[src/rtl/pc_fetch_unit_pkg.sv]
// Shared core definitions for the fetch stage: FSM encodings, redirect
// selection codes, the canonical NOP and the default boot address.
package pc_fetch_unit_pkg;

  localparam logic [31:0] NOP_INSTR         = 32'h0000_0013;
  localparam logic [31:0] DEFAULT_BOOT_ADDR = 32'h0000_0000;
  localparam logic [31:0] FETCH_STRIDE      = 32'd4;

  typedef enum logic [1:0] {
    ST_BOOT  = 2'd0,
    ST_FETCH = 2'd1,
    ST_WAIT  = 2'd2,
    ST_FLUSH = 2'd3
  } fetch_state_t;

  // Outcome of the next-address priority chain, highest priority first.
  typedef enum logic [2:0] {
    SEL_TRAP   = 3'd0,
    SEL_BRANCH = 3'd1,
    SEL_STALL  = 3'd2,
    SEL_WAIT   = 3'd3,
    SEL_INC    = 3'd4
  } next_sel_t;

  function automatic logic [31:0] align_word(input logic [31:0] addr);
    return addr & ~32'h0000_0003;
  endfunction

endpackage

[src/rtl/pc_fetch_unit_next_pc_mux.sv]
// Combinational next-fetch-address selection: trap, branch, hold or
// sequential increment, plus the branch misalignment flag.
module next_pc_mux
  import pc_fetch_unit_pkg::*;
(
  input  logic [31:0] cur_addr,
  input  logic        ms_ready,
  input  logic        stall,
  input  logic        branch_taken,
  input  logic [31:0] target_addr,
  input  logic        trap_taken,
  input  logic [31:0] trap_addr,
  output logic [31:0] next_addr,
  output next_sel_t   sel,
  output logic        branch_misaligned
);

  // NOTE: every output gets a default before the priority chain so no path
  // leaves a value unassigned and no latch is inferred.
  always_comb begin
    next_addr         = cur_addr;
    sel               = SEL_INC;
    branch_misaligned = 1'b0;

    if (trap_taken) begin
      sel       = SEL_TRAP;
      next_addr = trap_addr;
    end else if (branch_taken && !stall) begin
      sel               = SEL_BRANCH;
      next_addr         = align_word(target_addr);
      branch_misaligned = target_addr[1];
    end else if (stall) begin
      sel = SEL_STALL;
    end else if (!ms_ready) begin
      sel = SEL_WAIT;
    end else begin
      // 32-bit add wraps naturally from 32'hFFFF_FFFC to 32'h0000_0000.
      next_addr = cur_addr + FETCH_STRIDE;
    end
  end

endmodule

[src/rtl/pc_fetch_unit.sv]
// Instruction fetch stage: boot sequencing, memory request address,
// one-cycle capture into the decode-side registers, and redirect flushing.
module pc_fetch_unit
  import pc_fetch_unit_pkg::*;
#(
  parameter logic [31:0] BOOT_ADDR = DEFAULT_BOOT_ADDR
) (
  input  logic        clk_in,
  input  logic        rst_in,
  input  logic        ms_ready_in,
  input  logic [31:0] instr_in,
  input  logic        stall_in,
  input  logic        branch_taken_in,
  input  logic [31:0] target_addr_in,
  input  logic        trap_taken_in,
  input  logic [31:0] trap_addr_in,
  output logic [31:0] imaddr_out,
  output logic        imreq_out,
  output logic [31:0] pc_out,
  output logic [31:0] instr_out,
  output logic        instr_valid_out,
  output logic        misaligned_instr_out
);

  fetch_state_t state_q, state_d;
  next_sel_t    sel;
  logic [31:0]  next_addr;
  logic         branch_misaligned;

  next_pc_mux u_next_pc_mux (
    .cur_addr          (imaddr_out),
    .ms_ready          (ms_ready_in),
    .stall             (stall_in),
    .branch_taken      (branch_taken_in),
    .target_addr       (target_addr_in),
    .trap_taken        (trap_taken_in),
    .trap_addr         (trap_addr_in),
    .next_addr         (next_addr),
    .sel               (sel),
    .branch_misaligned (branch_misaligned)
  );

  // NOTE: sequential state uses non-blocking assignments so every register
  // samples pre-edge values regardless of statement order.
  always_ff @(posedge clk_in or posedge rst_in) begin
    if (rst_in) state_q <= ST_BOOT;
    else        state_q <= state_d;
  end

  // FETCH, WAIT and FLUSH all act on the same priority chain; the state only
  // records how the current address was reached.
  always_comb begin
    state_d = state_q;
    if (state_q == ST_BOOT) begin
      state_d = ST_FETCH;
    end else begin
      unique case (sel)
        SEL_TRAP, SEL_BRANCH: state_d = ST_FLUSH;
        SEL_STALL:            state_d = state_q;
        SEL_WAIT:             state_d = ST_WAIT;
        SEL_INC:              state_d = ST_FETCH;
        default:              state_d = state_q;
      endcase
    end
  end

  assign imreq_out = (state_q != ST_BOOT);

  // NOTE: reset clears every register here; an in-flight fetch is simply
  // dropped because nothing captures instr_in until FETCH is re-entered.
  always_ff @(posedge clk_in or posedge rst_in) begin
    if (rst_in) begin
      imaddr_out           <= BOOT_ADDR;
      pc_out               <= BOOT_ADDR;
      instr_out            <= NOP_INSTR;
      instr_valid_out      <= 1'b0;
      misaligned_instr_out <= 1'b0;
    end else if (state_q == ST_BOOT) begin
      imaddr_out           <= BOOT_ADDR;
      misaligned_instr_out <= 1'b0;
    end else begin
      imaddr_out           <= next_addr;
      misaligned_instr_out <= (sel == SEL_BRANCH) && branch_misaligned;
      unique case (sel)
        SEL_TRAP, SEL_BRANCH: begin
          instr_out       <= NOP_INSTR;
          instr_valid_out <= 1'b0;
        end
        SEL_WAIT: instr_valid_out <= 1'b0;
        SEL_INC: begin
          pc_out          <= imaddr_out;
          instr_out       <= instr_in;
          instr_valid_out <= 1'b1;
        end
        default: ;
      endcase
    end
  end

endmodule

[config.mk]
export PLATFORM = sky130hd
export DESIGN_NAME = pc_fetch_unit
export DESIGN_NICKNAME = d
export VERILOG_FILES = /design/src/rtl/pc_fetch_unit_pkg.sv /design/src/rtl/pc_fetch_unit_next_pc_mux.sv /design/src/rtl/pc_fetch_unit.sv
export SDC_FILE = /design/constraint.sdc
export NUM_CORES = 1
export LEC_CHECK = 0
export ABC_CLOCK_PERIOD_IN_PS = 3500
export BUFFER_PORTS_ARGS = -buffer_cell sky130_fd_sc_hd__buf_2
export CAP_MARGIN = 20
export CORE_ASPECT_RATIO = 1.1
export CORE_UTILIZATION = 25
export CTS_BUF_LIST = sky130_fd_sc_hd__clkbuf_8
export CTS_CLUSTER_DIAMETER = 200
export CTS_CLUSTER_SIZE = 12
export DETAILED_ROUTE_END_ITERATION = 10
export PLACE_DENSITY = 0.49
export SLEW_MARGIN = 20
export SYNTH_ARGS = -nofsm -noshare
export SYNTH_HDL_FRONTEND = slang
export SYNTH_HIERARCHICAL = 1
export SYNTH_SLANG_ARGS = --single-unit
export TNS_END_PERCENT = 100
[constraint.sdc]
create_clock -name clk_in -period 3.5 [get_ports clk_in]
set_input_delay 0.175 -clock clk_in [delete_from_list [all_inputs] [get_ports clk_in]]
set_output_delay 0.175 -clock clk_in [all_outputs]
set_load 0.02 [all_outputs]
==> key figures, run 1 <==
Run status
  – Status: completed

Route
  – Vias/cell: 4.677
  – 1st-iter DRT viols: 131
  – Antenna Nets Post-Route: 0
  – Via Count: 4289
  – Post-Route WL: 15.14 mm
  – WL/cell: 16.51 µm
  – 1st-pass router iterations: 6
  – Drt drc: 0

CTS
  – CTS root buf: clkbuf_8
  – CTS tree: built
  – Total CTS buffers: 9
  – Clk buf depth: 2
  – Htree depth: 3
  – TritonCTS Sinks: 100
  – Clk_lat worst skew: 380 ps
  – Clock slew at reported path FFs: 100 ps

Synthesis
  – Sequential area share after synthesis: 49.79%
  – Post-Syn Instances: 446
  – Netlist cell types: 53
  – Mapped Avg Cell Area: 11.29 µm²
  – Synth Net Count: 549
  – FFs w/ async S/R, synth: 100.0%
  – Post-synth EDFFs: 0
  – Yosys warnings: 6
  – Top_reg_cell synth: dfrtp_1
  – Area of the mapped netlist: 5034 µm²
  – FF+latch count, synth: 100

Floorplan
  – DIE AREA: 20710 µm²
  – I/O Pins: 201
  – Die width: 137.3 µm
  – Initial core utilization: 25.43%
  – Die height: 150.8 µm
  – Core area: 19800 µm²
  – Row cnt: 54

GRT
  – Number of global-route vias before repair: 4228
  – Total track usage: 14.67%
  – Largest net degree at the start of global routing: 84
  – First-pass GRT wire length: 22.78 mm
  – Initial antenna violation count: 2
  – Grt ovf: 0

Worst setup path
  – Buf/Inv on CP: 0
  – CP max FO: 5
  – Crit Path Class: reg2reg
  – Critical path's top delay family: simple AND/OR/NAND/NOR gates
  – Arr. time, crit path: 2560 ps
  – Crit path cell chain: ha_1 > nand3b_1 > or3_1 > nor4_1 > xnor2_1 > o221ai_1 > and2_1
  – Critical Path RT: 3780 ps
  – CP max stage delay: 490 ps
  – Critical path capture point type: flop
  – CP max stage cell: or3_1
  – CP Launch Type: flop

Final layout
  – Layout filler cell count: 2033
  – Most common cell after layout, fill and taps aside: buf_2
  – # nets final: 763
  – Layout area overhead: 32.36%
  – ANT cells: 0
  – Layout cells sized above 1: 41.05%
  – Area of the multi-input gates: 2297 µm²
  – Sequential cell area: 2506 µm²
  – Most frequent cells in the layout: buf_2 (199), dfrtp_1 (97), nand2_1 (46), and2_1 (35), mux2_4 (32)
  – Util after Layout: 33.66%

Placed design
  – DP HPWL: 10.71 mm
  – RePlAce Congestion: 0.7949
  – I/O Buffers: 199

Power and ir drop
  – Pwr Density: 458.9 nW/µm²
  – P_leak: 3.197 nW
  – Maximum vdd drop: 0.2114 mV

Timing
  – Worst Max-Slew Pin Slew: 774.3 ps
  – Final min period: 2279 ps
  – Slew Viols, Final: 0
  – Setup TNS: 0 ps
  – Setup Viol. Count Final: 0
  – Final clock period utilization by the worst path: 65.12%
  – Worst Hold Margin: 33.45 ps
  – Final Hold Fails: 0
  – RSZ-0062 raised after global routing: no
  – Clock skew: 12.41 ps
  – Max_slew headroom: 48.38%
  – FMAX: 438.8 MHz

Worst hold path
  – Worst Hold Class: in2reg

Run
  – Max Cap Viol: 0
-- logic make-up after synthesis --
group | count (synthesis) | synth area share (%)
compound gates | 78 | 12.08
xor+xnor | 27 | 4.698
fa+ha+maj | 1 | 0.2485
buf+inv | 38 | 4.623
flops | 100 | 49.79
mux | 36 | 10.42
simple gates | 166 | 18.15
-- layout make-up --
| type | instances | share of cell area, % |
|---|---|---|
| Clock buffer | 10 | 2.066 |
| Clock inverter | 6 | 0.9577 |
| Inverter | 11 | 0.6948 |
| Multi-Input combinational cell | 308 | 34.48 |
| Sequential cell | 100 | 37.61 |
| Tap cell | 252 | 4.732 |
| Timing Repair Buffer | 230 | 19.46 |
-- cell usage after synthesis, drive strengths merged, types with 8 or more instances --
cell / count / share of area [%]
nand2: 46 / 3.4
nor3: 14 / 1.6
xnor2: 10 / 1.7
nand4: 11 / 1.4
nor2: 19 / 1.6
a22o: 29 / 5.0
nand3: 9 / 0.89
and2: 36 / 4.5
a21oi: 10 / 0.99
dfrtp: 97 / 48
o221ai: 13 / 2.3
clkbuf: 17 / 1.3
xor2: 17 / 3.0
mux2: 35 / 10
buf: 10 / 2.5
o21ai: 8 / 0.87
inv: 11 / 0.82
-- flip-flops by register name, summed over array words and instances, names as in the netlist --
signal	flops
imaddr_out	32
instr_out	32
instr_valid_out	1
misaligned_instr_out	1
pc_out	32
state_q	2
-- final timing paths --
kind,cells after the start,from,end,slack [ps]
setup / recovery,7,imaddr_out[2]$_DFF_PP0_,imaddr_out[26]$_DFF_PP0_,1220
hold / removal,2,instr_in[24],instr_out[24]$_DFFE_PP0P_,30
setup reg to reg,7,imaddr_out[2]$_DFF_PP0_,imaddr_out[26]$_DFF_PP0_,1220
hold reg to reg,1,instr_out[29]$_DFFE_PP0P_,instr_out[29]$_DFFE_PP0P_,500
max in group asynchronous,4,rst_in,imaddr_out[23]$_DFF_PP0_,2220
min in group asynchronous,3,rst_in,instr_out[22]$_DFFE_PP0P_,520
-- power breakdown --
group	leakage [nW]	switching, W	internal, W	total, W
Clock	0.104	0.000426	0.000351	0.000777
Sequential	1.26	0.000130	0.00131	0.00144
Combinational	1.83	0.000450	0.000389	0.000838
Total	3.20	0.00101	0.00205	0.00306
-- what timing repair did --
| item | in CTS | in global routing |
|---|---|---|
| resized for setup | 0 | 0 |
| buffers inserted | 0 | 0 |
| hold buffers | 21 | 1 |
| hold endpoints to repair | 21 | 10 |
-- layer usage --
layer  routed length, µm  GRT usage, %
met5                  13             0
met4                 164         4.066
met3                1069         4.451
met1                6670         17.79
met2                7223         24.97
-- per-stage QoR --
step | instance area, µm² | setup slack, ps | cells | total power [W]
after floorplan | 5034 | 711.2 | 446 | 0.001972
after global placement | 6238 | 1097 | 879 | 0.002279
after detailed placement | 6238 | 1040 | 879 | 0.002293
after CTS | 6650 | 1179 | 916 | 0.003114
after global routing | 6663 | 1007 | 917 | 0.003246
final | 6663 | 1221 | 917 | 0.003057
Note: power is estimated with default switching activity, not from simulation.
==> run 2, diff against run 1 <==
Settings changed: ABC_AREA from default to 1, ABC_CLOCK_PERIOD_IN_PS 3500 to 2320, PLACE_DENSITY 0.49 to 0.48.
Clock period 3.5 ns to 2.32 ns, I/O delays scaled along.
==> key figures, run 2 <==
Final layout
  – Layout area overhead: 31.91% (was 32.36%)
  – Layout cells sized above 1: 26.10% (was 41.05%)
  – Most common cell after layout, fill and taps aside: nand2_1 (was buf_2)
  – Layout filler cell count: 2476 (was 2033)
  – Regs by FF count: imaddr_out x32, instr_out x32, pc_out x32 (unchanged)
  – Util after Layout: 33.68% (was 33.66%)
  – Most frequent cells in the layout: nand2_1 (312), buf_2 (199), dfrtp_1 (97), inv_1 (73), nor2_1 (73) (was buf_2 (199), dfrtp_1 (97), nand2_1 (46), and2_1 (35), mux2_4 (32))
  – # nets final: 1098 (was 763)

CTS
  – Clk_lat worst skew: 380 ps (about the same)
  – Clk buf depth: 2 (unchanged)
  – Post-CTS Resized: 0 (unchanged)
  – CTS root buf: clkbuf_8 (unchanged)
  – CTS tree: built (unchanged)
  – Total CTS buffers: 9 (unchanged)
  – Post-CTS setup buffer count: 0 (unchanged)
  – TritonCTS Sinks: 100 (unchanged)
  – Clock slew at reported path FFs: 100 ps (about the same)
  – Number of hold buffers added after CTS: 31 (was 21)
  – Htree depth: 3 (unchanged)

Worst setup path
  – CP max stage cell: dfrtp_1 (was or3_1)
  – Critical Path RT: 2580 ps (was 3780 ps)
  – Worst r2r src: imaddr_out[3]$_DFF_PP0_ (was imaddr_out[2]$_DFF_PP0_)
  – CP Launch Type: flop (unchanged)
  – CP most frequent cell: nand2_1
  – Worst reg2reg path depth: 12 (was 7)
  – Reg2Reg Setup Slack: 470 ps (was 1220 ps)
  – Reg-to-Reg End: imaddr_out[16]$_DFF_PP0_ (was imaddr_out[26]$_DFF_PP0_)
  – Arr. time, crit path: 2120 ps (was 2560 ps)
  – CP max stage delay: 440 ps (was 490 ps)
  – Crit Path Class: reg2reg (unchanged)
  – Critical path capture point type: flop (unchanged)
  – CP max FO: 6 (was 5)
  – Crit path cell chain: ha_1 > inv_1 > nor2_1 > nand2_1 > nor2_4 > nand2_1 > nand2_1 > nand2_1 > o21ai_1 > nand2_1 > inv_1 > nor2_1 (was ha_1 > nand3b_1 > or3_1 > nor4_1 > xnor2_1 > o221ai_1 > and2_1)

Synthesis
  – Sequential area share after synthesis: 44.39% (was 49.79%)
  – Synth Net Count: 883 (was 549)
  – Top_reg_cell synth: dfrtp_1 (unchanged)
  – FF+latch count, synth: 100 (unchanged)
  – Synth cell count leaders: nand2_1 (312), dfrtp_1 (97), nor2_1 (74) (was dfrtp_1 (97), nand2_1 (46), and2_1 (35))
  – Area of the mapped netlist: 5645 µm² (was 5034 µm²)
  – Yosys warnings: 6 (unchanged)
  – Share of the synthesized area in the top cell type: 43.00% (was 48.22%)
  – Mapped Avg Cell Area: 7.238 µm² (was 11.29 µm²)
  – Yosys top cell by area: dfrtp_1 (unchanged)
  – FFs w/ async S/R, synth: 100.0% (unchanged)
  – Netlist cell types: 34 (was 53)
  – Post-Syn Instances: 780 (was 446)
  – Count leader, synth: nand2_1 (was dfrtp_1)
  – Synth top area cells: dfrtp_1 (43%), nand2_1 (21%), nand4_1 (7.9%) (was dfrtp_1 (48%), mux2_4 (9.5%), a22o_1 (5.0%))
  – Post-synth EDFFs: 0 (unchanged)

Run status
  – Status: completed (unchanged)

Placed design
  – DP HPWL: 12.93 mm (was 10.71 mm)
  – RePlAce Congestion: 0.8048 (was 0.7949)
  – I/O Buffers: 199 (unchanged)

Timing
  – Worst Hold Margin: 24.87 ps (was 33.45 ps)
  – Final min period: 1851 ps (was 2279 ps)
  – Setup Viol. Count Final: 0 (unchanged)
  – Setup TNS: 0 ps (unchanged)
  – RSZ-0062 raised after global routing: no (unchanged)
  – Final Hold Fails: 0 (unchanged)
  – Clock skew: 10.20 ps (was 12.41 ps)
  – Worst Max-Slew Pin Slew: 777.6 ps (was 774.3 ps)
  – Max_slew headroom: 48.16% (was 48.38%)
  – Final clock period utilization by the worst path: 79.79% (was 65.12%)
  – Slew Viols, Final: 0 (unchanged)
  – FMAX: 540.2 MHz (was 438.8 MHz)

Worst hold path
  – Cell depth of the worst hold path: 5 (was 2)
  – Worst Hold Class: in2reg (unchanged)
  – WHS Endpoint: imaddr_out[27]$_DFF_PP0_ (was instr_out[24]$_DFFE_PP0P_)
  – Hold Path Origin: trap_addr_in[27] (was instr_in[24])

Floorplan
  – DIE AREA: 23190 µm² (was 20710 µm²)
  – Die width: 145.3 µm (was 137.3 µm)
  – Die height: 159.6 µm (was 150.8 µm)
  – Initial core utilization: 25.53% (was 25.43%)
  – Core area: 22110 µm² (was 19800 µm²)
  – I/O Pins: 201 (unchanged)
  – Row cnt: 57 (was 54)

GRT
  – Largest net degree at the start of global routing: 101 (was 84)
  – First-pass GRT wire length: 30.80 mm (was 22.78 mm)
  – Number of global-route vias before repair: 5676 (was 4228)
  – Total track usage: 16.85% (was 14.67%)
  – Grt ovf: 0 (unchanged)
  – Initial antenna violation count: 3 (was 2)

Route
  – Vias/cell: 4.361 (was 4.677)
  – Post-Route WL: 18.97 mm (was 15.14 mm)
  – WL/cell: 14.61 µm (was 16.51 µm)
  – 1st-iter DRT viols: 227 (was 131)
  – 1st-pass router iterations: 4 (was 6)
  – Antenna Nets Post-Route: 0 (unchanged)
  – Via Count: 5660 (was 4289)
  – Drt drc: 0 (unchanged)

Power and ir drop
  – Pwr Density: 657.0 nW/µm² (was 458.9 nW/µm²)
  – Total power: 0.004892 W (was 0.003057 W)
  – Maximum vdd drop: 0.2293 mV (was 0.2114 mV)
  – P_leak: 4.186 nW (was 3.197 nW)

Run
  – Max Cap Viol: 0 (unchanged)
run 2: cell types whose count changed after synthesis, moves of 13 or more:
cell      change
nand4_1      +60
mux2_4       -32
clkbuf_1     -14
nor2_1       +56
nand2_1     +266
o221ai_1     -13
and2_1       -35
inv_1        +63
nand3_1      +20
a22o_1       -27
buf_2        +17
run 2: cell type report:
cell class / count / area [µm²] / area share (%)
multi-input cells: 561 / 2584 / 34.69
flip-flops and latches: 100 / 2506 / 33.65
repair buffers: 245 / 1481 / 19.89
well taps: 295 / 369.1 / 4.956
inverters: 78 / 296.5 / 3.982
clock buffers: 11 / 151.4 / 2.033
clock inverters: 5 / 51.30 / 0.6888
diodes: 3 / 7.507 / 0.1008
run 2: worst max path at each step:
stage / slack (ps) / endpoint / from
2_1_floorplan: 640 / imaddr_out[20]$_DFF_PP0_ / imaddr_out[3]$_DFF_PP0_
3_3_place_gp: 470 / pc_out[15]$_DFFE_PP0P_ / stall_in
3_5_place_dp: 470 / instr_out[4]$_DFFE_PP1P_ / ms_ready_in
4_1_cts: 460 / imaddr_out[16]$_DFF_PP0_ / imaddr_out[2]$_DFF_PP0_
5_1_grt: 300 / imaddr_out[16]$_DFF_PP0_ / imaddr_out[2]$_DFF_PP0_
6_report: 470 / imaddr_out[16]$_DFF_PP0_ / imaddr_out[3]$_DFF_PP0_
run 2: worst max-delay path, delay by kind of cell, from the launching register on:
kind | cells | cell delay, ps
AND/OR/NAND/NOR | 8 | 830
buffers and inverters | 2 | 100
AO/OA/AOI/OAI | 1 | 130
flip-flops | 1 | 440
adder cells (fa/ha/maj) | 1 | 230
run 2: per-layer routing:
metal | up-vias | GRT usage (%) | part of all wire, %
met3 | 21 | 3.181 | 5.1
met2 | 155 | 27.84 | 47
met5 | - | 0 | 0
li1 | 2906 | - | -
met4 | 0 | 5.407 | 1.7
met1 | 2578 | 22.15 | 47
run 2: cell families after synthesis:
group,Yosys count,share of synthesized area [%]
compound gates,37,3.812
xor+xnor,9,1.396
fa+ha+maj,1,0.2216
buf+inv,119,10.06
flops,100,44.39
simple gates,514,40.12
run 2: power by group:
part | switching (W) | leakage [nW] | internal (W)
logic | 0.000962 | 2.82 | 0.000508
registers | 0.000231 | 1.26 | 0.00200
clock network | 0.000642 | 0.107 | 0.000551
total | 0.00184 | 4.19 | 0.00306
run 2: metrics by stage:
stage,area (µm²),setup slack (ps),std cells
floorplan,5649,639.6,780
global placement,6927,466.9,1248
detailed placement,6927,465.2,1248
CTS,7440,456.5,1295
global route,7447,296.1,1298
finish,7447,468.9,1298
